### config.mk
export PLATFORM = sky130hd
export DESIGN_NAME = subckt_bist_driver
export DESIGN_NICKNAME = d
export VERILOG_FILES = /design/src/rtl/bist_pkg.sv /design/src/rtl/bist_misr16.sv /design/src/rtl/subckt_bist_driver.sv
export SDC_FILE = /design/constraint.sdc
export NUM_CORES = 1
export LEC_CHECK = 0
export CORE_UTILIZATION = 45
export CTS_CLUSTER_DIAMETER = 120
export DETAILED_ROUTE_END_ITERATION = 6
export GPL_TIMING_DRIVEN = 0
export MAX_ROUTING_LAYER = met4
export PLACE_DENSITY_LB_ADDON = 0.05
export SLEW_MARGIN = 10
export SYNTH_ARGS = -nofsm -noshare
export SYNTH_HDL_FRONTEND = slang
export SYNTH_HIERARCHICAL = 1
export SYNTH_SLANG_ARGS = --single-unit
### constraint.sdc
create_clock -name I1294_clk -period 2.5 [get_ports I1294_clk]
set_input_delay 0.5 -clock I1294_clk [delete_from_list [all_inputs] [get_ports I1294_clk]]
set_output_delay 0.5 -clock I1294_clk [all_outputs]
set_load 0.03 [all_outputs]
### src/rtl/bist_pkg.sv
// Shared types and constants for the subcircuit BIST driver.
// State encoding, LFSR taps, MISR polynomial and seed fallback.
package bist_pkg;

   typedef enum logic [2:0] {
      IDLE,
      RST_CUT,
      RUN,
      FLUSH,
      COMPARE,
      DONE
   } bist_state_t;

   localparam logic [7:0]  LFSR_TAPS = 8'hB8;
   localparam logic [15:0] MISR_POLY = 16'h1021;
   localparam logic [7:0]  SEED_SAFE = 8'h01;

   // Fibonacci step: feedback from bits 7,5,4,3 shifted into bit 0
   function automatic logic [7:0] lfsr_next(input logic [7:0] l);
      return {l[6:0], ^(l & LFSR_TAPS)};
   endfunction

endpackage

### src/rtl/bist_misr16.sv
// 16-bit serial-input MISR used to compact the CUT response.
// Clear wins over enable; reset is asynchronous.
module bist_misr16
   import bist_pkg::*;
(
   input  logic        clk,
   input  logic        rst,
   input  logic        en,
   input  logic        clr,
   input  logic        din,
   output logic [15:0] sig
);

   // Shift left, fold in the polynomial on carry-out, xor the response bit
   always_ff @(posedge clk or posedge rst) begin
      if (rst) begin
         sig <= 16'h0000;
      end else if (clr) begin
         sig <= 16'h0000;
      end else if (en) begin
         sig <= {sig[14:0], 1'b0}
              ^ (sig[15] ? MISR_POLY : 16'h0000)
              ^ {15'b0, din};
      end
   end

endmodule

### src/rtl/subckt_bist_driver.sv
// BIST driver for 4-in/1-out benchmark subcircuits: LFSR patterns in,
// MISR signature out, golden compare raises the trojan flag.
module subckt_bist_driver
   import bist_pkg::*;
#(
   parameter int unsigned NUM_PATTERNS = 200,
   parameter int unsigned CUT_LAT      = 2,
   parameter logic [7:0]  LFSR_SEED    = 8'h01,
   parameter logic [15:0] GOLDEN_SIG   = 16'h0000
) (
   input  logic        I1294_clk,
   input  logic        I1301_rst,
   input  logic        start,
   input  logic        cut_out,
   output logic [3:0]  cut_in,
   output logic        cut_rst_n,
   output logic        busy,
   output logic        done,
   output logic        pass,
   output logic        trojan_flag,
   output logic [15:0] signature
);

   localparam logic [7:0] SEED =
      (LFSR_SEED == 8'h00) ? SEED_SAFE : LFSR_SEED;
   localparam logic [7:0] LAST_PAT   = 8'(NUM_PATTERNS - 1);
   localparam logic [7:0] LAST_FLUSH = 8'(CUT_LAT - 1);

   bist_state_t state;
   logic [7:0]  cnt;
   logic [7:0]  lfsr;
   logic [15:0] misr_sig;
   logic        is_run;
   logic        misr_clr;
   logic [CUT_LAT-1:0] vld;
   logic [CUT_LAT:0]   vld_sh;

   assign is_run   = (state == RUN);
   assign misr_clr = (state == RST_CUT);
   assign vld_sh   = {vld, is_run};

   // Valid line marks when each applied pattern's response is ready
   always_ff @(posedge I1294_clk or posedge I1301_rst) begin
      if (I1301_rst) begin
         vld <= '0;
      end else begin
         vld <= vld_sh[CUT_LAT-1:0];
      end
   end

   bist_misr16 u_misr (
      .clk (I1294_clk),
      .rst (I1301_rst),
      .en  (vld[CUT_LAT-1]),
      .clr (misr_clr),
      .din (cut_out),
      .sig (misr_sig)
   );

   // Run sequencer with registered outputs
   always_ff @(posedge I1294_clk or posedge I1301_rst) begin
      if (I1301_rst) begin
         state       <= IDLE;
         cnt         <= 8'd0;
         lfsr        <= 8'd0;
         cut_in      <= 4'd0;
         cut_rst_n   <= 1'b0;
         busy        <= 1'b0;
         done        <= 1'b0;
         pass        <= 1'b0;
         trojan_flag <= 1'b0;
         signature   <= 16'h0000;
      end else begin
         done      <= 1'b0;
         cut_in    <= 4'd0;
         cut_rst_n <= (state != RST_CUT);
         busy      <= (state != IDLE) && (state != DONE);
         unique case (state)
            IDLE: begin
               if (start) begin
                  state       <= RST_CUT;
                  cnt         <= 8'd0;
                  pass        <= 1'b0;
                  trojan_flag <= 1'b0;
                  signature   <= 16'h0000;
               end
            end
            RST_CUT: begin
               lfsr <= SEED;
               if (cnt == 8'd1) begin
                  cnt   <= 8'd0;
                  state <= RUN;
               end else begin
                  cnt <= cnt + 8'd1;
               end
            end
            RUN: begin
               cut_in <= lfsr[3:0];
               lfsr   <= lfsr_next(lfsr);
               if (cnt == LAST_PAT) begin
                  cnt   <= 8'd0;
                  state <= FLUSH;
               end else begin
                  cnt <= cnt + 8'd1;
               end
            end
            FLUSH: begin
               if (cnt == LAST_FLUSH) begin
                  cnt   <= 8'd0;
                  state <= COMPARE;
               end else begin
                  cnt <= cnt + 8'd1;
               end
            end
            COMPARE: begin
               signature   <= misr_sig;
               pass        <= (misr_sig == GOLDEN_SIG);
               trojan_flag <= (misr_sig != GOLDEN_SIG);
               state       <= DONE;
            end
            DONE: begin
               done  <= 1'b1;
               state <= IDLE;
            end
            default: state <= IDLE;
         endcase
      end
   end

endmodule

==> results by group, run 1 <==
Critical path
  – Worst endpoint required time: 2770 ps
  – Reg-to-reg startpoint: state[2]$_DFFE_PP0P_
  – Worst-path fanout max: 10
  – R2R Setup Slk: 570 ps
  – Crit path to: signature[13]$_DFFE_PP0P_
  – Register-to-Register Path Depth: 4
  – FF-to-FF End: signature[13]$_DFFE_PP0P_
  – CP Data Arrival Time: 2200 ps
  – Crit. End Element: flop
  – Worst setup path start: state[2]$_DFFE_PP0P_
  – Critical Setup Path Class: flop to flop
  – CP Launch Type: flop

Clock tree
  – Clk pin slew, worst setup/hold paths: 60 ps
  – Resized Gates After CTS: 0
  – Clock sinks: 62
  – Max Buffers Root-to-Sink: 2
  – Clock latency on the worst-skew pair: 340 ps
  – Post-CTS setup buffer count: 0
  – Hold Buf Count CTS: 0
  – CTS tree: done
  – Num CTS Buffers: 9
  – Root Buffer: clkbuf_8
  – H-Tree Depth: 3

Min path
  – HP Class: flop to flop

STA
  – Fmax: 517 MHz
  – Rel. slew slack: 55.9%
  – Final TNS setup: 0 ps
  – Hold Fails Final Rpt: 0
  – Max Slew Vio Count: 0
  – WHS: 351 ps
  – Clock Skews: 9.47 ps
  – RSZ-0062 raised after global routing: false
  – Setup violators final: 0
  – Slew @ Worst Pin: 657 ps
  – Final min period: 1930 ps
  – Period utilisation layout: 77.4%

Global routing
  – Global-route total usage across every layer: 20.0%
  – Antenna violations before repair: 0
  – Pin count of the biggest net entering global routing: 36
  – First-pass GRT wire length: 8980 um
  – Number of global-route vias before repair: 1,880
  – Grt total ovfl: 0

Power
  – Max VDD drop: 464 uV
  – PwrDens: 759 mW/mm^2
  – Leakage: 1.48 nW

Yosys
  – Synthesized area: 0.00262 mm^2
  – Syn nets: 228
  – Syn. warnings: 6
  – Sequential area share after synthesis: 59.2%
  – Post-synthesis cell count: 222
  – Post-synthesis register bit count: 62
  – Yosys cell types: 41
  – Mean post-synth cell area: 11.8 um^2

Floorplan
  – Initial core utilization: 47.0%
  – Die Span Y: 78.3 um
  – Die X-Extent: 78.3 um
  – Io pins: 29
  – Core area: 0.00557 mm^2
  – Die area: 0.00613 mm^2
  – FP Rows: 27

Route
  – Drt total wl: 5050 um
  – DRC: 0
  – Vias: 1,780
  – Vias per Instance: 5.25
  – Initial drt markers: 93
  – Top routing layer used: met4
  – WL met1: 2430 um
  – Number of detailed-route iterations in the first pass: 6
  – Routed WL per cell: 14.9 um
  – WL met3: 152 um
  – WL met2: 2400 um
  – DRT antenna net count: 0

Layout
  – Area added between synthesis and finish: 22.6%
  – Final Net Count: 268
  – Fill cells: 479
  – Area taken by multi-input logic gates: 973 um^2
  – Share of layout cells above drive strength 1: 12.7%
  – N_diodes: 0
  – Reg area: 0.00155 mm^2
  – Fin util: 57.6%

Job
  – Max Cap Viol: 0

Placement
  – DP Wirelength: 3430 um
  – Gp weighted congestion: 0.735
  – Buffers on Ports: 28

Status
  – Status: finished, final reports clean
-- cell usage in the layout (no fill, tap or decap), types with 4 or more instances in the layout --
cell type,instances
buf_2,5
nor2_1,22
inv_1,5
nand3_1,4
xnor2_1,7
nand2_1,16
clkbuf_8,11
and2_1,4
nor3_1,5
or4_1,5
mux2i_1,14
clkdlybuf4s50_1,28
a21o_1,4
a22o_1,20
dfrtp_1,62
o21ai_0,4
clkbuf_1,5
-- registers in the layout (all words and copies together) (netlist names) --
| name | flops |
|---|---|
| state | 3 |
| trojan_flag | 1 |
| done | 1 |
| busy | 1 |
| cnt | 8 |
| pass | 1 |
| vld | 2 |
| lfsr | 8 |
| signature | 16 |
| cut_in | 4 |
| u_misr/sig | 16 |
| cut_rst_n | 1 |
-- cell families after synthesis --
kind of cell,Yosys count,share of synthesized area [%]
and+or+nand+nor,76,15.0
DFF,62,59.2
AOI/OAI and AO/OA,43,13.1
buffers and inverters,17,3.63
muxes,14,5.35
xor gates and xnor gates,8,2.67
adders and majority gates,2,0.955
-- routing by layer --
metal  vias up  GRT usage (%)
met5         -              -
met4         0           7.22
met3        13           5.93
met2        28           30.6
met1       872           25.2
li1        867              -
-- cells in the mapped netlist --
master | instances | area [um^2]
nand2_1 | 16 | 60.1
xnor2_1 | 7 | 61.3
o21ai_0 | 4 | 20.0
buf_12 | 1 | 20.0
or2_2 | 2 | 12.5
or3_4 | 1 | 11.3
nand4_1 | 2 | 12.5
or4b_1 | 1 | 10.0
nor3_1 | 5 | 25.0
o211ai_1 | 2 | 15.0
nand3_1 | 4 | 20.0
clkbuf_1 | 3 | 11.3
o22ai_1 | 1 | 6.26
o21ai_1 | 1 | 5.00
nor2b_1 | 1 | 6.26
nand2b_1 | 3 | 18.8
or4b_4 | 1 | 13.8
a211oi_2 | 3 | 37.5
a31oi_1 | 1 | 6.26
or4_1 | 5 | 37.5
buf_6 | 1 | 11.3
nor4_1 | 2 | 12.5
a22oi_1 | 1 | 7.51
inv_1 | 6 | 22.5
o2bb2ai_1 | 1 | 8.76
nand3b_1 | 1 | 7.51
mux2i_1 | 14 | 140
a21o_1 | 4 | 30.0
ha_1 | 2 | 25.0
buf_2 | 5 | 25.0
clkbuf_2 | 1 | 5.00
a22o_1 | 20 | 175
or3_1 | 2 | 12.5
nor2_2 | 3 | 18.8
a21oi_1 | 2 | 10.0
nor2_1 | 22 | 82.6
o21bai_1 | 3 | 22.5
nor3b_1 | 1 | 7.51
xor2_1 | 1 | 8.76
dfrtp_1 | 62 | 1550
and2_1 | 4 | 25.0
-- power by group --
part | leakage [nW] | total, W | switching [W] | internal, W
logic | 0.627 | 0.000247 | 0.000105 | 0.000142
registers | 0.750 | 0.00131 | 0.000169 | 0.00114
clock network | 0.0996 | 0.000884 | 0.000370 | 0.000514
total | 1.48 | 0.00244 | 0.000644 | 0.00179
-- how the worst min path moves through the flow --
stage	start	end	slack [ps]	cells after the start
4_1_cts	vld[0]$_DFF_PP0_	vld[1]$_DFF_PP0_	360	0
6_report	vld[0]$_DFF_PP0_	vld[1]$_DFF_PP0_	350	0
5_1_grt	vld[0]$_DFF_PP0_	vld[1]$_DFF_PP0_	380	0
2_1_floorplan	vld[0]$_DFF_PP0_	vld[1]$_DFF_PP0_	330	0
3_5_place_dp	vld[0]$_DFF_PP0_	vld[1]$_DFF_PP0_	340	0
3_3_place_gp	vld[0]$_DFF_PP0_	vld[1]$_DFF_PP0_	330	0
-- worst max-delay path, stage by stage (launching register included) --
cell and delay [ps]:
dfrtp_1 390, clkbuf_1 220, o21ai_1 590, clkbuf_1 460
a22o_1 210
-- cell type report --
type	instances	share of cell area, %
inverters	6	0.701
repair buffers	29	9.35
plain buffers	11	2.26
flip-flops and latches	62	48.3
multi-input cells	143	30.3
clock inverters	3	1.32
well taps	72	2.80
clock buffers	13	4.95
-- through the flow --
stage                     area (um^2)  cells  setup WS (ps)  power [W]
final                            3210    339            566    0.00244
after global routing             3210    339            402    0.00256
after CTS                        3210    339            544    0.00248
after detailed placement         3010    323            214    0.00158
after global placement           2990    322          -75.4    0.00156
after floorplan                  2620    222            820    0.00148
Power figures use the tool's default switching activity.
==> run 2, diff against run 1 <==
==> constraint.sdc (replaced) <==
create_clock -name I1294_clk -period 2 [get_ports I1294_clk]
set_input_delay 0.4 -clock I1294_clk [delete_from_list [all_inputs] [get_ports I1294_clk]]
set_output_delay 0.4 -clock I1294_clk [all_outputs]
set_load 0.03 [all_outputs]
==> results by group, run 2 (synthesis results as in run 1) <==
Clock tree
  – Clock latency on the worst-skew pair: 340 ps (about the same)
  – Max Buffers Root-to-Sink: 2 (unchanged)
  – CTS tree: done
  – Root Buffer: clkbuf_8
  – Clock sinks: 62 (unchanged)
  – Num CTS Buffers: 9 (unchanged)
  – Clk pin slew, worst setup/hold paths: 70 ps (about the same)
  – H-Tree Depth: 3 (unchanged)

Route
  – Vias per Instance: 5.20 (-0.90%)
  – Top routing layer used: met4
  – Routed WL per cell: 14.9 um (+0.14%)
  – DRC: 0 (unchanged)
  – WL met1: 2440 um (+0.37%)
  – WL met2: 2390 um (-0.38%)
  – WL met3: 153 um (+0.66%)
  – Drt total wl: 5060 um (+0.14%)
  – DRT antenna net count: 0 (unchanged)
  – Vias: 1,764 (-0.90%)
  – Number of detailed-route iterations in the first pass: 4 (-2)
  – Initial drt markers: 99 (+6.5%)

Power
  – Max VDD drop: 579 uV (+25%)
  – PwrDens: 948 mW/mm^2 (+25%)
  – Leakage: 1.48 nW (about the same)
  – Pwr Total: 0.00305 W (+25%)

Critical path
  – CP bufs+invs: 1 (-1)
  – Cell breakdown of the critical path: clkdlybuf4s50_1
  – Worst-path fanout max: 2 (-8)
  – Slowest stage delay, CP: 670 ps (+80 ps)
  – CP Launch Type: flop
  – R2R Setup Slk: 240 ps (-330 ps)
  – Register-to-Register Path Depth: 6 (+2)
  – Worst setup path start: signature[8]$_DFFE_PP0P_
  – CP Data Arrival Time: 1370 ps (-830 ps)
  – Worst endpoint required time: 1600 ps (-1170 ps)
  – Slowest CP cell: clkdlybuf4s50_1
  – FF-to-FF End: cnt[7]$_DFFE_PP0P_
  – Cell family with most CP delay: buffers and inverters
  – Reg-to-reg startpoint: cnt[1]$_DFFE_PP0P_
  – Crit. End Element: output port
  – Critical Setup Path Class: flop to output port

Floorplan
  – Io pins: 29 (unchanged)
  – Core area: 0.00557 mm^2 (unchanged)
  – FP Rows: 27 (unchanged)
  – Die Span Y: 78.3 um (unchanged)
  – Initial core utilization: 47.0% (unchanged)
  – Die X-Extent: 78.3 um (unchanged)
  – Die area: 0.00613 mm^2 (unchanged)

Global routing
  – Global-route total usage across every layer: 20.0% (unchanged)
  – First-pass GRT wire length: 8980 um (unchanged)
  – Pin count of the biggest net entering global routing: 36 (unchanged)
  – Number of global-route vias before repair: 1,880 (unchanged)
  – Grt total ovfl: 0 (unchanged)
  – Antenna violations before repair: 0 (unchanged)

STA
  – Slew @ Worst Pin: 627 ps (-30.8 ps)
  – Setup ws final: 232 ps (-334 ps)
  – Max Slew Vio Count: 0 (unchanged)
  – Period utilisation layout: 88.4%
  – Final TNS setup: 0 ps (unchanged)
  – Fmax: 566 MHz
  – Setup violators final: 0 (unchanged)
  – Rel. slew slack: 58.2% (+2.3 points)
  – Clock Skews: 9.67 ps (+0.203 ps)
  – Final min period: 1770 ps
  – Hold Fails Final Rpt: 0 (unchanged)
  – WHS: 351 ps (-0.0350 ps)
  – RSZ-0062 raised after global routing: false

Placement
  – Placed cells: 323 (unchanged)
  – DP Wirelength: 3430 um (unchanged)
  – Buffers on Ports: 28 (unchanged)
  – Pre-CTS setup slack: -186 ps (-400 ps)
  – Gp weighted congestion: 0.735 (unchanged)

Layout
  – Top flop regs: signature x16, u_misr/sig x16
  – Final Non-Filler Cells: 339 (unchanged)
  – Fill cells: 480 (+0.21%)
  – Reg area: 0.00155 mm^2 (unchanged)
  – Most frequent cells in the layout: dfrtp_1, clkdlybuf4s50_1, nor2_1
  – Final Net Count: 268 (unchanged)
  – N_diodes: 0 (unchanged)
  – Area taken by multi-input logic gates: 977 um^2 (+0.39%)
  – Most common cell after layout, fill and taps aside: dfrtp_1
  – Share of layout cells above drive strength 1: 13.1% (+0.37 points)
  – Area added between synthesis and finish: 22.7%

Min path
  – HP Class: input pin to asynchronous set/reset pin

Status
  – Status: finished, final reports clean

Job
  – Max Cap Viol: 0 (unchanged)
[run 2: cell counts in the layout (fill, tap and decap cells not counted)]
No cell type changed its count.
[run 2: worst max path at each step]
stage | to | slack (ps) | cells past startpoint
after global placement | cut_in[2]$_DFF_PP0_ | -480 | 2
after CTS | signature[13]$_DFFE_PP0P_ | 40 | 4
final | signature[8] | 230 | 1
after floorplan | state[1]$_DFFE_PP0P_ | 320 | 6
after global routing | cnt[1]$_DFFE_PP0P_ | 70 | 6
after detailed placement | signature[12]$_DFFE_PP0P_ | -190 | 4
[run 2: final cells by class]
type | instances | area share, %
plain buffers | 11 | 2.26
clock buffers | 13 | 4.94
clock inverters | 3 | 1.32
inverters | 6 | 0.700
multi-input cells | 143 | 30.4
flip-flops and latches | 62 | 48.2
well taps | 72 | 2.80
repair buffers | 29 | 9.34
[run 2: report_power, final]
part	switching, W	leakage [nW]	internal, W
clock	0.000465	0.0996	0.000642
sequential	0.000211	0.750	0.00142
combinational	0.000130	0.628	0.000178
total	0.000806	1.48	0.00224
[run 2: what timing repair did]
action,CTS,global route
setup buffers,0,0
endpoints found under the setup margin,0,10
endpoints found under the hold margin,0,0
hold buffers,0,0
resized for setup,0,1
[run 2: layer usage]
layer / GRT usage [%] / up-vias
met5: - / -
met4: 7.22 / 0
met3: 5.93 / 11
met2: 30.6 / 29
met1: 25.2 / 861
li1: - / 863
[run 2: metrics by stage]
stage / cell area (um^2) / util, %
global placement: 2990 / 53.6
finish: 3220 / 57.7
detailed placement: 3010 / 54.0
floorplan: 2620 / -
CTS: 3210 / 57.6
global route: 3220 / 57.7
